==> src/rtl/alu_share_arbiter.sv <==
// Shares one ALU between two requesters: round-robin grant, registered operand
// issue, a fixed settle wait, then a one-cycle registered response pulse.
module alu_share_arbiter #(
    parameter int N    = 64,
    parameter int WAIT = 2
) (
    input  logic         CLK,
    input  logic         Reset_L,
    input  logic         Req0Valid,
    output logic         Req0Ready,
    input  logic [N-1:0] Req0A,
    input  logic [N-1:0] Req0B,
    input  logic [3:0]   Req0Ctrl,
    input  logic         Req1Valid,
    output logic         Req1Ready,
    input  logic [N-1:0] Req1A,
    input  logic [N-1:0] Req1B,
    input  logic [3:0]   Req1Ctrl,
    output logic [N-1:0] ALUBusA,
    output logic [N-1:0] ALUBusB,
    output logic [3:0]   ALUCtrl,
    input  logic [N-1:0] ALUBusW,
    input  logic         ALUZero,
    output logic         RespValid,
    output logic         RespID,
    output logic [N-1:0] RespW,
    output logic         RespZero,
    output logic         RespErr,
    output logic         Busy
);

    typedef enum logic {IDLE, EXEC} state_t;

    localparam logic [3:0] CountInit = 4'(WAIT - 1);

    state_t       state;
    logic [3:0]   count;
    logic         lastGrant;
    logic         owner;
    logic         errFlag;

    logic         grant0;
    logic         grant1;
    logic         accept;
    logic [N-1:0] selA;
    logic [N-1:0] selB;
    logic [3:0]   selCtrl;
    logic         selLegal;

    // 1xx0 covers the MOVZ family; the ALU decodes the shift amount itself.
    function automatic logic isLegal(input logic [3:0] code);
        return (code == 4'b0000) || (code == 4'b0001) || (code == 4'b0010) ||
               (code == 4'b0110) || (code == 4'b0111) || (code[3] && !code[0]);
    endfunction

    // On a tie the requester that did not win last time gets the ALU.
    always_comb begin
        // NOTE: every comb output gets a default first so no latch is inferred.
        grant0   = 1'b0;
        grant1   = 1'b0;
        if (state == IDLE) begin
            grant0 = Req0Valid && (!Req1Valid || lastGrant);
            grant1 = Req1Valid && (!Req0Valid || !lastGrant);
        end
        accept   = grant0 || grant1;
        selA     = grant1 ? Req1A    : Req0A;
        selB     = grant1 ? Req1B    : Req0B;
        selCtrl  = grant1 ? Req1Ctrl : Req0Ctrl;
        selLegal = isLegal(selCtrl);
    end

    assign Req0Ready = grant0;
    assign Req1Ready = grant1;

    // NOTE: all state uses non-blocking assignments so every register samples pre-edge values.
    always_ff @(posedge CLK or negedge Reset_L) begin
        if (!Reset_L) begin
            state     <= IDLE;
            count     <= '0;
            lastGrant <= 1'b1;
            owner     <= 1'b0;
            errFlag   <= 1'b0;
            ALUBusA   <= '0;
            ALUBusB   <= '0;
            ALUCtrl   <= 4'b0000;
            RespValid <= 1'b0;
            RespID    <= 1'b0;
            RespW     <= '0;
            RespZero  <= 1'b0;
            RespErr   <= 1'b0;
            Busy      <= 1'b0;
        end else begin
            RespValid <= 1'b0;
            case (state)
                IDLE: begin
                    if (accept) begin
                        lastGrant <= grant1;
                        owner     <= grant1;
                        count     <= CountInit;
                        errFlag   <= !selLegal;
                        state     <= EXEC;
                        Busy      <= 1'b1;
                        // Illegal ops leave the ALU buses on the last legal op.
                        if (selLegal) begin
                            ALUBusA <= selA;
                            ALUBusB <= selB;
                            ALUCtrl <= selCtrl;
                        end
                    end
                end
                EXEC: begin
                    if (count == 4'd0) begin
                        RespW     <= errFlag ? '0 : ALUBusW;
                        RespZero  <= errFlag ? 1'b0 : ALUZero;
                        RespErr   <= errFlag;
                        RespID    <= owner;
                        RespValid <= 1'b1;
                        state     <= IDLE;
                        Busy      <= 1'b0;
                    end else begin
                        count <= count - 4'd1;
                    end
                end
                default: state <= IDLE;
            endcase
        end
    end

endmodule

==> config.mk <==
export PLATFORM = sky130hd
export DESIGN_NAME = alu_share_arbiter
export DESIGN_NICKNAME = d
export VERILOG_FILES = /design/src/rtl/alu_share_arbiter.sv
export SDC_FILE = /design/constraint.sdc
export NUM_CORES = 1
export LEC_CHECK = 0
export ABC_AREA = 1
export CORE_AREA = 2 2 211 213
export CTS_BUF_LIST = sky130_fd_sc_hd__clkbuf_16
export DETAILED_ROUTE_END_ITERATION = 7
export DIE_AREA = 0 0 213 215
export GPL_TIMING_DRIVEN = 0
export MAX_ROUTING_LAYER = met4
export PLACE_DENSITY = 0.5
export RECOVER_POWER = 50
export SYNTH_ARGS = -nofsm -noshare
export SYNTH_HDL_FRONTEND = slang
export SYNTH_SLANG_ARGS = --single-unit
==> constraint.sdc <==
create_clock -name CLK -period 2.94 [get_ports CLK]
set_input_delay 0.882 -clock CLK [delete_from_list [all_inputs] [get_ports CLK]]
set_output_delay 0.882 -clock CLK [all_outputs]
set_load 0.01 [all_outputs]
==> results.cfg, run 1 <==
[layout]
postLayoutCellArea_um2 = 16600
stdcell_count = 2382
area_growth_pct = 72.5
nFillCells = 4610
drive_gt1_share_pct = 4.86
finalNetCount = 2106

[cts]
root_buffer = clkbuf_16
htreeDepth = 1
clk_pin_slew_ns = 0.06
clock_latency_ns = 0.54
cts_tree = yes
numCtsBuffers = 27
cts_sinks = 209
clockBufferDepth = 3

[placement]
hpwl_mm = 33.5
post_dp_cell_area_um2 = 15700
portBuffers = 535
placed_cells = 2333
routabilityCongestion = 0.907

[logic_synthesis]
synth_most_common_cell = nand2_1
syn-num-nets = 1540
synth_top_area_share_pct = 54.2
syn_area_um2 = 9600
synth.top_cells.by_area = dfrtp_1 54%, nand2_1 26%, nand3_1 7.0%
synth_largest_area_cell = dfrtp_1
synth_edf_count = 0
ys_seq_elements = 209
ys_top_cells_by_count = 670 x nand2_1, 208 x dfrtp_1, 135 x nand3_1
synth_warnings = 0
avgSynthCellArea_um2 = 7.97
async_flop_share_pct = 100
yosysSeqAreaShare_pct = 54.5
netlist_instances = 1205
synth.distinct_cells = 21
synthFlopType = dfrtp_1

[worst_setup_path]
cp.arrival_ns = 1.99
end_kind = output pin
critPathKind = in -> out
critPathLaunchType = primary input
critPathSlowestCell = clkdlybuf4s50_1
crit_chain = clkdlybuf4s50_1 -> nand2_2 -> nand3_4 -> inv_2 -> clkbuf_8 -> clkbuf_2
r2r_start = count[0]
regToRegEndpoint = RespW[31]
slowest_delay_ns = 0.45
crit_fanout = 10
crit_start = Req0Valid
reg2regPathDepth = 9
r2r_slack_ns = 0.54
required_ns = 2.06
cp-endpoint = Req1Ready

[pwr]
p_leak_nw = 8.09
power.total_mw = 15.7
ir_drop_mv = 0.410
power_density_nw_per_um2 = 946

[route]
vias = 10100
wl_per_cell_um = 18.0
drt-total-wl_mm = 42.8
drt_pass1_iterations = 5
drt_iter0_drc = 537
ant_nets = 0
drc = 0
vias_per_cell = 4.26

[global_routing]
grt_max_degree = 110
antenna_found_initial = 1
grt-ovfl-total = 0
grt_use_total_pct = 18.6
grt_pass1_vias = 10400
grt_pass1_wl_mm = 62.9

[timing]
rsz0062_at_grt = no
final_max_slew_viol_count = 0
fmax_ghz = 0.349
setup_viol = 0
post-route-min-period_ns = 2.87
worst_slew_pin_slew_ns = 1.50
slew_headroom_pct = 0.00363
hold_viol = 0
skew_ns = 0.0141
fin_tns_setup_ns = 0
whs_ns = 0.468
finalCritPeriodShare_pct = 97.5

[floorplan]
fp.dieArea_um2 = 45800
die_h_um = 215
die_w_um = 213
rows = 77
start_util_pct = 22.0
coreArea_um2 = 43600
ios = 536

[status]
status = completed

[job]
cap_violations = 0

[min_path]
worstHoldPathCells = 2
hp-class = reg -> reg
[state kept, by name (all words and copies together), names as in the netlist]
signal / count
errFlag: 1
RespID: 1
ALUBusA: 64
RespZero: 1
count: 4
RespW: 64
ALUCtrl: 4
ALUBusB: 64
RespErr: 1
owner: 1
lastGrant: 1
state: 1
RespValid: 1
Busy: 1
[worst min-delay path by stage]
stage / from / end / slack, ns
6_report: ALUBusA[28] / ALUBusA[28] / 0.47
3_3_place_gp: ALUBusA[46] / ALUBusA[46] / 0.45
2_1_floorplan: lastGrant / lastGrant / 0.48
3_5_place_dp: ALUBusA[28] / ALUBusA[28] / 0.46
5_1_grt: ALUBusB[49] / ALUBusB[49] / 0.48
4_1_cts: Reset_L / RespW[23] / 0.41
[cells in the final DEF (no fill, tap or decap), types with 2 or more instances in the layout]
master,count
nand2_1,669
clkdlybuf4s50_1,505
dfrtp_1,208
nand3_1,135
a22o_1,65
clkbuf_1,40
buf_2,27
clkbuf_16,27
dlygate4sd3_1,27
inv_1,23
buf_4,11
nor2_1,7
o21ai_0,6
inv_2,3
a21oi_1,3
clkbuf_2,3
buf_1,3
clkinv_1,3
clkinv_2,3
bufinv_16,3
nand2_2,2
clkbuf_4,2
xor2_1,2
ha_1,2
[worst max-delay path: cells and delay by family]
kind	cells	cell delay (ns)
simple gates	2	0.22
buf+inv	4	0.87
[routing by layer]
metal	GRT usage [%]	vias to the layer above	routed length, µm
li1	-	4981	-
met1	21.8	4716	17600
met2	30.8	381	20300
met3	4.95	63	3570
met4	6.08	0	1330
met5	-	-	0
[where the power goes]
part           switching, mW  internal, mW  total [mW]
combinational           3.88          3.66        7.55
clock                   1.29          1.91        3.19
sequential             0.723          4.21        4.93
[per-stage QoR]
step                      utilization, %  setup slack (ns)
after floorplan                        -             0.526
after global placement              36.0             -8.59
after detailed placement            36.0             -1.04
after CTS                           38.0           -0.0681
after global routing                38.0            0.0148
final                               38.0            0.0726
[cell families (layout without fill, tap and decap cells)]
kind of cell | after synthesis | count (layout) | synth area share (%)
and+or+nand+nor | 817 | 817 | 33.9
AOI/OAI and AO/OA | 75 | 75 | 6.46
adders and majority gates | 2 | 2 | 0.261
DFF | 209 | 209 | 54.5
other | 0 | 1 | 0
buffers and inverters | 100 | 684 | 4.73
xor gates and xnor gates | 2 | 2 | 0.182
[layout make-up]
class                           instances  area, µm²  share of cell area (%)
Buffer                                 84        403                    2.43
Inverter                               16       60.1                   0.362
Multi-Input combinational cell        896       3930                    23.7
Sequential cell                       209       5230                    31.6
Timing Repair Buffer                  537       5370                    32.4
Clock buffer                           27        676                    4.08
Antenna cell                            1       2.50                  0.0151
Clock inverter                         20        163                   0.982
Tap cell                              592        741                    4.47
[timing repair]
item                                    CTS  global route
resized for setup                         9             3
endpoints found under the setup margin  105            11
hold endpoints to repair                  0             0
pin swaps                                 1             0
hold buffers                              0             0
buffers inserted                          1             0
Note: power is estimated with default switching activity, not from simulation.
==> run 2, diff against run 1 <==
ABC_CLOCK_PERIOD_IN_PS = 2940   (was default)
==> results of run 2 <==
The final DEF is identical to that of run 1; final timing and power are the same.
